===== src/rtl/multicycle_ctrl.sv =====
// multicycle_ctrl
//   Main-FSM controller for a shared-memory, multicycle RV32I datapath.
//   Each instruction is sequenced through fetch/decode/execute/memory/
//   writeback states. The controller drives every datapath mux select and
//   write strobe.
//
// Ports
//   clk, rst_n      clock (rising edge) and async active-low reset
//   op, funct3,     instruction fields taken from IR
//   funct7_5
//   Zero            ALU zero flag, used to resolve beq/bne
//   mem_ready       memory has finished the current access
//   PCWrite, IRWrite, RegWrite, MemWrite
//                   write strobes, all forced low while reset is asserted
//   AdrSrc, ResultSrc, ALUSrcA, ALUSrcB, ALUControl, ImmSrc
//                   datapath mux selects and ALU function
//   illegal         high while parked in TRAP
//   state           current state, exported for debug
module multicycle_ctrl #(
   parameter bit USE_MEM_READY = 1'b1
) (
   input  logic       clk,
   input  logic       rst_n,
   input  logic [6:0] op,
   input  logic [2:0] funct3,
   input  logic       funct7_5,
   input  logic       Zero,
   input  logic       mem_ready,
   output logic       PCWrite,
   output logic       AdrSrc,
   output logic       MemWrite,
   output logic       IRWrite,
   output logic [1:0] ResultSrc,
   output logic [1:0] ALUSrcA,
   output logic [1:0] ALUSrcB,
   output logic [2:0] ALUControl,
   output logic [1:0] ImmSrc,
   output logic       RegWrite,
   output logic       illegal,
   output logic [3:0] state
);

   localparam logic [3:0] S_FETCH    = 4'd0;
   localparam logic [3:0] S_DECODE   = 4'd1;
   localparam logic [3:0] S_MEMADR   = 4'd2;
   localparam logic [3:0] S_MEMREAD  = 4'd3;
   localparam logic [3:0] S_MEMWB    = 4'd4;
   localparam logic [3:0] S_MEMWRITE = 4'd5;
   localparam logic [3:0] S_EXECUTER = 4'd6;
   localparam logic [3:0] S_ALUWB    = 4'd7;
   localparam logic [3:0] S_EXECUTEI = 4'd8;
   localparam logic [3:0] S_JAL      = 4'd9;
   localparam logic [3:0] S_BRANCH   = 4'd10;
   localparam logic [3:0] S_TRAP     = 4'd11;

   localparam logic [6:0] OP_LW  = 7'b0000011;
   localparam logic [6:0] OP_SW  = 7'b0100011;
   localparam logic [6:0] OP_R   = 7'b0110011;
   localparam logic [6:0] OP_I   = 7'b0010011;
   localparam logic [6:0] OP_JAL = 7'b1101111;
   localparam logic [6:0] OP_BR  = 7'b1100011;

   logic [3:0] state_q, state_d;
   logic       rdy;
   logic [1:0] alu_op;
   logic       pcw, irw, regw, memw;

   // With the handshake disabled every memory access completes in one cycle.
   assign rdy = USE_MEM_READY ? mem_ready : 1'b1;

   always_ff @(posedge clk or negedge rst_n) begin
      if (!rst_n) state_q <= S_FETCH;
      else        state_q <= state_d;
   end

   always_comb begin
      state_d = S_FETCH;
      case (state_q)
         S_FETCH:    state_d = rdy ? S_DECODE : S_FETCH;
         S_DECODE: begin
            case (op)
               OP_LW, OP_SW: state_d = S_MEMADR;
               OP_R:         state_d = S_EXECUTER;
               OP_I:         state_d = S_EXECUTEI;
               OP_JAL:       state_d = S_JAL;
               OP_BR:        state_d = S_BRANCH;
               default:      state_d = S_TRAP;
            endcase
         end
         S_MEMADR:   state_d = op[5] ? S_MEMWRITE : S_MEMREAD;
         S_MEMREAD:  state_d = rdy ? S_MEMWB : S_MEMREAD;
         S_MEMWB:    state_d = S_FETCH;
         S_MEMWRITE: state_d = rdy ? S_FETCH : S_MEMWRITE;
         S_EXECUTER: state_d = S_ALUWB;
         S_EXECUTEI: state_d = S_ALUWB;
         S_ALUWB:    state_d = S_FETCH;
         S_JAL:      state_d = S_ALUWB;
         S_BRANCH:   state_d = S_FETCH;
         S_TRAP:     state_d = S_TRAP;
         default:    state_d = S_FETCH;  // unused codes recover
      endcase
   end

   always_comb begin
      AdrSrc    = 1'b0;
      ResultSrc = 2'b00;
      ALUSrcA   = 2'b00;
      ALUSrcB   = 2'b00;
      alu_op    = 2'b00;
      pcw       = 1'b0;
      irw       = 1'b0;
      regw      = 1'b0;
      memw      = 1'b0;
      illegal   = 1'b0;
      case (state_q)
         S_FETCH: begin
            ALUSrcB   = 2'b10;
            ResultSrc = 2'b10;
            irw       = rdy;
            pcw       = rdy;
         end
         // Branch target is computed here so BRANCH can compare rs1/rs2.
         S_DECODE: begin
            ALUSrcA = 2'b01;
            ALUSrcB = 2'b01;
         end
         S_MEMADR: begin
            ALUSrcA = 2'b10;
            ALUSrcB = 2'b01;
         end
         S_MEMREAD:  AdrSrc = 1'b1;
         S_MEMWB: begin
            ResultSrc = 2'b01;
            regw      = 1'b1;
         end
         S_MEMWRITE: begin
            AdrSrc = 1'b1;
            memw   = 1'b1;
         end
         S_EXECUTER: begin
            ALUSrcA = 2'b10;
            alu_op  = 2'b10;
         end
         S_EXECUTEI: begin
            ALUSrcA = 2'b10;
            ALUSrcB = 2'b01;
            alu_op  = 2'b10;
         end
         S_ALUWB:    regw = 1'b1;
         // ALU forms the link OldPC+4 while PC takes the target from ALUOut.
         S_JAL: begin
            ALUSrcA = 2'b01;
            ALUSrcB = 2'b10;
            pcw     = 1'b1;
         end
         S_BRANCH: begin
            ALUSrcA = 2'b10;
            alu_op  = 2'b01;
            case (funct3)
               3'b000:  pcw = Zero;
               3'b001:  pcw = ~Zero;
               default: pcw = 1'b0;
            endcase
         end
         S_TRAP:     illegal = 1'b1;
         default: ;
      endcase
   end

   // Strobes drop the instant reset asserts, independent of the clock.
   assign PCWrite  = pcw  & rst_n;
   assign IRWrite  = irw  & rst_n;
   assign RegWrite = regw & rst_n;
   assign MemWrite = memw & rst_n;

   always_comb begin
      ALUControl = 3'b000;
      case (alu_op)
         2'b00: ALUControl = 3'b000;
         2'b01: ALUControl = 3'b001;
         default: begin
            case (funct3)
               // op[5] separates R-type from I-type, so addi never subtracts.
               3'b000:  ALUControl = ({op[5], funct7_5} == 2'b11) ? 3'b001 : 3'b000;
               3'b010:  ALUControl = 3'b101;
               3'b110:  ALUControl = 3'b011;
               3'b111:  ALUControl = 3'b010;
               default: ALUControl = 3'b000;
            endcase
         end
      endcase
   end

   always_comb begin
      case (op)
         OP_SW:   ImmSrc = 2'b01;
         OP_BR:   ImmSrc = 2'b10;
         OP_JAL:  ImmSrc = 2'b11;
         default: ImmSrc = 2'b00;
      endcase
   end

   assign state = state_q;

endmodule


===== config.mk =====
export PLATFORM = sky130hd
export DESIGN_NAME = multicycle_ctrl
export DESIGN_NICKNAME = d
export VERILOG_FILES = /design/src/rtl/multicycle_ctrl.sv
export SDC_FILE = /design/constraint.sdc
export NUM_CORES = 1
export LEC_CHECK = 0
export BUFFER_PORTS_ARGS = -buffer_cell sky130_fd_sc_hd__buf_4
export CAP_MARGIN = 20
export CORE_ASPECT_RATIO = 1.2
export CORE_MARGIN = 1
export CORE_UTILIZATION = 39
export DETAILED_ROUTE_END_ITERATION = 7
export HOLD_SLACK_MARGIN = 0.1
export PLACE_DENSITY = 0.77
export SYNTH_ARGS = -nofsm -noshare
export SYNTH_HDL_FRONTEND = slang
export SYNTH_SLANG_ARGS = --single-unit

===== constraint.sdc =====
create_clock -name clk -period 1.25 [get_ports clk]
set_clock_uncertainty 0.2 [all_clocks]
set_input_delay 0 -clock clk [delete_from_list [all_inputs] [get_ports clk]]
set_output_delay 0 -clock clk [all_outputs]
set_load 0.02 [all_outputs]

==> impl_summary.txt, run 1 <==
----------------------------------------------------
[Placement]
  Port buffer count ... 35
  Half-perimeter wire length after placement ... 1680 um
  Routability congestion estimate from global placement ... 0.826
  Placed standard-cell area ... 1180 um^2

[Clock network]
  Clock net sink count ... 4
  CTS root buffer ... sky130_fd_sc_hd__clkbuf_4
  Number of H-tree levels ... 1
  Maximum number of buffers from clock root to sink ... 2
  Post-CTS setup-driven buffer insertion count ... 14
  Total clock buffers created by CTS ... 3
  # resized after CTS ... 53
  CTS Hold Bufs ... 5

[Synthesis]
  Post-synthesis register bit count ... 4
  Most instantiated cells after synthesis ... sky130_fd_sc_hd__a21oi_1, sky130_fd_sc_hd__nand2_1, sky130_fd_sc_hd__nand2b_1, sky130_fd_sc_hd__nor2_1
  Cell type with the largest total area after synthesis ... sky130_fd_sc_hd__dfrtp_1
  Cells taking the most area after synthesis ... sky130_fd_sc_hd__dfrtp_1, sky130_fd_sc_hd__nand2b_1, sky130_fd_sc_hd__a21oi_1
  Netlist area before placement ... 654 um^2
  Most used DFF post-synth ... sky130_fd_sc_hd__dfrtp_1
  Net count of the mapped netlist ... ~110
  Count of distinct cell types in the synthesized netlist ... 37
  Synthesis warning total ... 0
  Share of the synthesized area in the top cell type ... 15.3%
  Mean Syn Cell Area ... 7.19 um^2
  Sequential fraction of the synthesis area ... 15.3%
  Number of enable flip-flop cells after synthesis ... 0
  FFs w/ async S/R, synth ... 100%
  Number of instances in the synthesized netlist ... 91

[Run status]
  Run status ... aborted with a tool error
  First error line in the log ... [ERROR DPL-0038] Utilization greater than 100%, impossible to legalize
  Failed at ... 4_1_cts

[Floorplanning]
  Die span in x ... 39.4 um
  Ports ... 36
  Site Rows ... 15
  Die height ... roughly 47 um
  Initial cell density of the core ... 43.6%

----------------------------------------------------
==> cell families after synthesis <==
| family | Yosys count | share of synthesized area (%) |
|---|---|---|
| compound gates | 25 | 22.9 |
| flops | 4 | 15.3 |
| buf+inv | 9 | 8.79 |
| simple gates | 49 | 47.6 |
| xor+xnor | 4 | 5.35 |
==> through the flow <==
| step | TNS (ns) | util, % | cells | worst slack, ns |
|---|---|---|---|---|
| after global placement | -1.91 | 78.7 | 160 | -0.216 |
| after detailed placement | -2.22 | 78.7 | 160 | -0.221 |
| after floorplan | -2.22 | - | 91 | -0.381 |
==> inputs of run 2 (changes only) <==
--- a/config.mk
+++ b/config.mk
@@ -7,12 +7,10 @@
 export LEC_CHECK = 0
 export BUFFER_PORTS_ARGS = -buffer_cell sky130_fd_sc_hd__buf_4
 export CAP_MARGIN = 20
-export CORE_ASPECT_RATIO = 1.2
-export CORE_MARGIN = 1
-export CORE_UTILIZATION = 39
+export CORE_AREA = 2 2 63 65
 export DETAILED_ROUTE_END_ITERATION = 7
-export HOLD_SLACK_MARGIN = 0.1
-export PLACE_DENSITY = 0.77
+export DIE_AREA = 0 0 65 67
+export PLACE_DENSITY_LB_ADDON = 0.15
 export SYNTH_ARGS = -nofsm -noshare
 export SYNTH_HDL_FRONTEND = slang
 export SYNTH_SLANG_ARGS = --single-unit
==> constraint.sdc (replaced) <==
create_clock -name clk -period 1.6 [get_ports clk]
set_clock_uncertainty 0.2 [all_clocks]
set_input_delay 0 -clock clk [delete_from_list [all_inputs] [get_ports clk]]
set_output_delay 0 -clock clk [all_outputs]
set_load 0.02 [all_outputs]
==> run 2 against run 1 <==
The flow now finishes, with violations (setup timing). Synthesized cell count unchanged. Synthesized area unchanged.
==> impl_summary.txt, run 2 <==
----------------------------------------------------
[Floorplanning]
  Die span in x ... 65 um (was 39.4 um)
  Die height ... 67 um (was 46.9 um)
  Die ar. ... 4360 um^2
  Initial cell density of the core ... 18.1% (was 43.6%)
  Site Rows ... 22 (was 15)
  Ports ... 36 (unchanged)
  Area inside the core boundary ... 3610 um^2

[Worst setup path]
  Critical Path Source Type ... flop
  Max FO, Critical Path ... 4
  Data arrival at the endpoint of the critical path ... ~1.4 ns
  Worst setup path class ... flop to primary output
  Endpoint class of the critical path ... primary output
  Data required time of the critical path ... ~1.4 ns

[Clock network]
  Worst-Skew Late Latency ... 0.21 ns
  Number of H-tree levels ... 1 (unchanged)
  CTS tree ... done
  CTS root buffer ... sky130_fd_sc_hd__clkbuf_8 (was sky130_fd_sc_hd__clkbuf_4)
  Clock net sink count ... 4 (unchanged)
  Maximum number of buffers from clock root to sink ... 2 (unchanged)
  Clock transition at the register clock pins on the worst setup and hold paths after CTS ... 0.03 ns
  Total clock buffers created by CTS ... 3 (unchanged)

[Placement]
  Half-perimeter wire length after placement ... 1810 um (was 1680 um)
  Placed standard-cell area ... 1050 um^2 (was 1180 um^2)
  Port buffer count ... 35 (unchanged)
  Number of placed instances with taps included ... 181 (was 160)
  Routability congestion estimate from global placement ... 0.736 (was 0.826)

[Layout]
  Most frequent cells in the layout ... sky130_fd_sc_hd__buf_4, sky130_fd_sc_hd__buf_6, sky130_fd_sc_hd__dlygate4sd3_1
  Area added between synthesis and finish ... 116%
  Number of nets in the final layout ... 168
  Count of placed standard cells in the final layout, fillers left out ... 199
  Share of final-layout standard cells stronger than drive strength 1 ... 64.2%
  Count of antenna diodes in the layout ... 0
  Design area ... 1420 um^2
  Flip-flop count of the largest register, all copies and words added ... 4
  Leading cell type in the layout, fill and taps excluded ... sky130_fd_sc_hd__buf_4

[STA]
  Final critical-path share of the clock period ... 101%
  Final setup viols ... 4
  Max-slew violation count ... 0
  Setup ws final ... -0.0211 ns
  Remaining max-slew budget at the tightest pin ... a little over two thirds
  Fmax achieved ... 0.617 GHz
  Unrepaired setup endpoints after global routing ... yes
  Slew @ Worst Pin ... 0.447 ns
  Final period demand of the worst path ... 1.62 ns
  Final hold violation count ... 0

[Synthesis]
  Post-synthesis register bit count ... 4 (unchanged)
  Most instantiated cells after synthesis ... sky130_fd_sc_hd__a21oi_1, sky130_fd_sc_hd__nand2_1, sky130_fd_sc_hd__nand2b_1, sky130_fd_sc_hd__nor2_1 (unchanged)
  Netlist area before placement ... 654 um^2 (unchanged)
  Most used DFF post-synth ... sky130_fd_sc_hd__dfrtp_1 (unchanged)
  Count of distinct cell types in the synthesized netlist ... 37 (unchanged)
  Net count of the mapped netlist ... 106 (unchanged)
  Mean Syn Cell Area ... 7.19 um^2 (unchanged)
  Number of instances in the synthesized netlist ... 91 (unchanged)
  Sequential fraction of the synthesis area ... 15.3% (unchanged)
  Synthesis warning total ... 0 (unchanged)
  Cells taking the most area after synthesis ... sky130_fd_sc_hd__dfrtp_1, sky130_fd_sc_hd__nand2b_1, sky130_fd_sc_hd__a21oi_1 (unchanged)
  Cell type with the largest total area after synthesis ... sky130_fd_sc_hd__dfrtp_1 (unchanged)
  Share of the synthesized area in the top cell type ... 15.3% (unchanged)
  FFs w/ async S/R, synth ... 100% (unchanged)
  Number of enable flip-flop cells after synthesis ... 0 (unchanged)

[Global routing]
  Number of antenna violations at the first check in global routing ... 0
  Grt ovf ... 0
  Overall fraction of global-route tracks in use ... 11.7%
  Global-route wire length before repair ... roughly 4000 um
  Pin count of the biggest net entering global routing ... 9
  Number of global-route vias before repair ... 915

[Hold path]
  Worst Hold Class ... primary input to flop

[Routing]
  Total via count in the routed design ... 897
  Total wire length ... 2440 um
  DRC marker count from the first detailed-route iteration ... 14
  Drt drc ... 0
  DR vias/cell ... 4.51
  Antenna-violating nets left ... 0
  Routed length per instance ... about 12 um
  Drt pass-1 iters ... 4

[Power and ir drop]
  Leak pwr ... 0.606 nW
  Largest vdd supply drop ... 448 uV
  Power per standard cell area ... 1760 nW/um^2

[Run status]
  Violated checks ... setup timing
  Run status ... finished with violations (was aborted with a tool error)

[Flow run]
  Count of max-cap constraint violations ... 0

----------------------------------------------------
[run 2: cell counts after synthesis]
Identical to the previous run, type by type.
[run 2: metrics by stage]
step | total power (W) | setup WS [ns] | util (%) | hold WS [ns] | TNS, ns
floorplan | 0.00114 | -0.0530 | - | -0.496 | -0.0530
global placement | 0.00176 | 0.0726 | 29.1 | -0.385 | 0
detailed placement | 0.00177 | 0.0532 | 29.1 | -0.386 | 0
CTS | 0.00216 | -0.0427 | 34.6 | 0.0143 | -0.0718
global route | 0.00266 | -0.0766 | 39.2 | 0.0736 | -0.480
finish | 0.00248 | -0.0211 | 39.2 | 0.0266 | -0.0550
[run 2: area by class of cell]
cell class                      instances  area (um^2)
Tap cell                               48         60.1
Inverter                                1         3.75
Clock buffer                            3         41.3
Multi-Input combinational cell         78          651
Sequential cell                         4          105
Fill cell                             379         2190
Timing Repair Buffer                   65          554
[run 2: per-layer routing]
metal  vias up  wire length, um  track usage [%]
met3         2               99             2.36
met4         0               25             4.79
li1        447                -                -
met5         -                0                0
met1       424              989             13.5
met2        24             1330             21.0
[run 2: path summary, 6_finish.rpt]
kind / from / to / slack [ns] / cells after the start
worst max register to register: state[2] / state[0] / 0 / 6
max in group asynchronous: rst_n / state[1] / 0.46 / 3
worst min register to register: state[1] / state[1] / 0.53 / 3
min in group asynchronous: rst_n / state[3] / 0.54 / 3
worst max-delay path: state[2] / ALUControl[2] / -0.02 / 5
worst min-delay path: op[0] / state[2] / 0.03 / 4
[run 2: repair_timing]
action | CTS | global route
endpoints found under the hold margin | 6 | 0
pin swaps | 6 | 10
resized for setup | 13 | 34
endpoints found under the setup margin | 7 | 13
buffers inserted | 5 | 4
hold buffers | 7 | 0
[run 2: critical path, cell delays in order, from the launching register on]
cell and delay (ns):
sky130_fd_sc_hd__dfrtp_2 0.44, sky130_fd_sc_hd__nor2b_4 0.14, sky130_fd_sc_hd__and2_4 0.16, sky130_fd_sc_hd__o21bai_4 0.16, sky130_fd_sc_hd__and4b_1 0.18, sky130_fd_sc_hd__buf_6 0.13
[run 2: where the power goes]
group | internal (W) | switching (W) | total (W) | leakage, nW
Combinational | 0.00104 | 0.000984 | 0.00203 | 0.540
Clock | 0.000160 | 0.0000455 | 0.000205 | 0.0216
Sequential | 0.000158 | 0.0000949 | 0.000253 | 0.0451
Total | 0.00136 | 0.00112 | 0.00248 | 0.606
[run 2: cell families (layout without fill, tap and decap cells)]
kind of cell,count (synthesis),in the layout,share of synthesized area [%]
AOI/OAI and AO/OA,25,25,22.9
xor gates and xnor gates,4,4,5.35
buffers and inverters,9,69,8.79
DFF,4,4,15.3
and+or+nand+nor,49,49,47.6
Note: power is estimated with default switching activity, not from simulation.
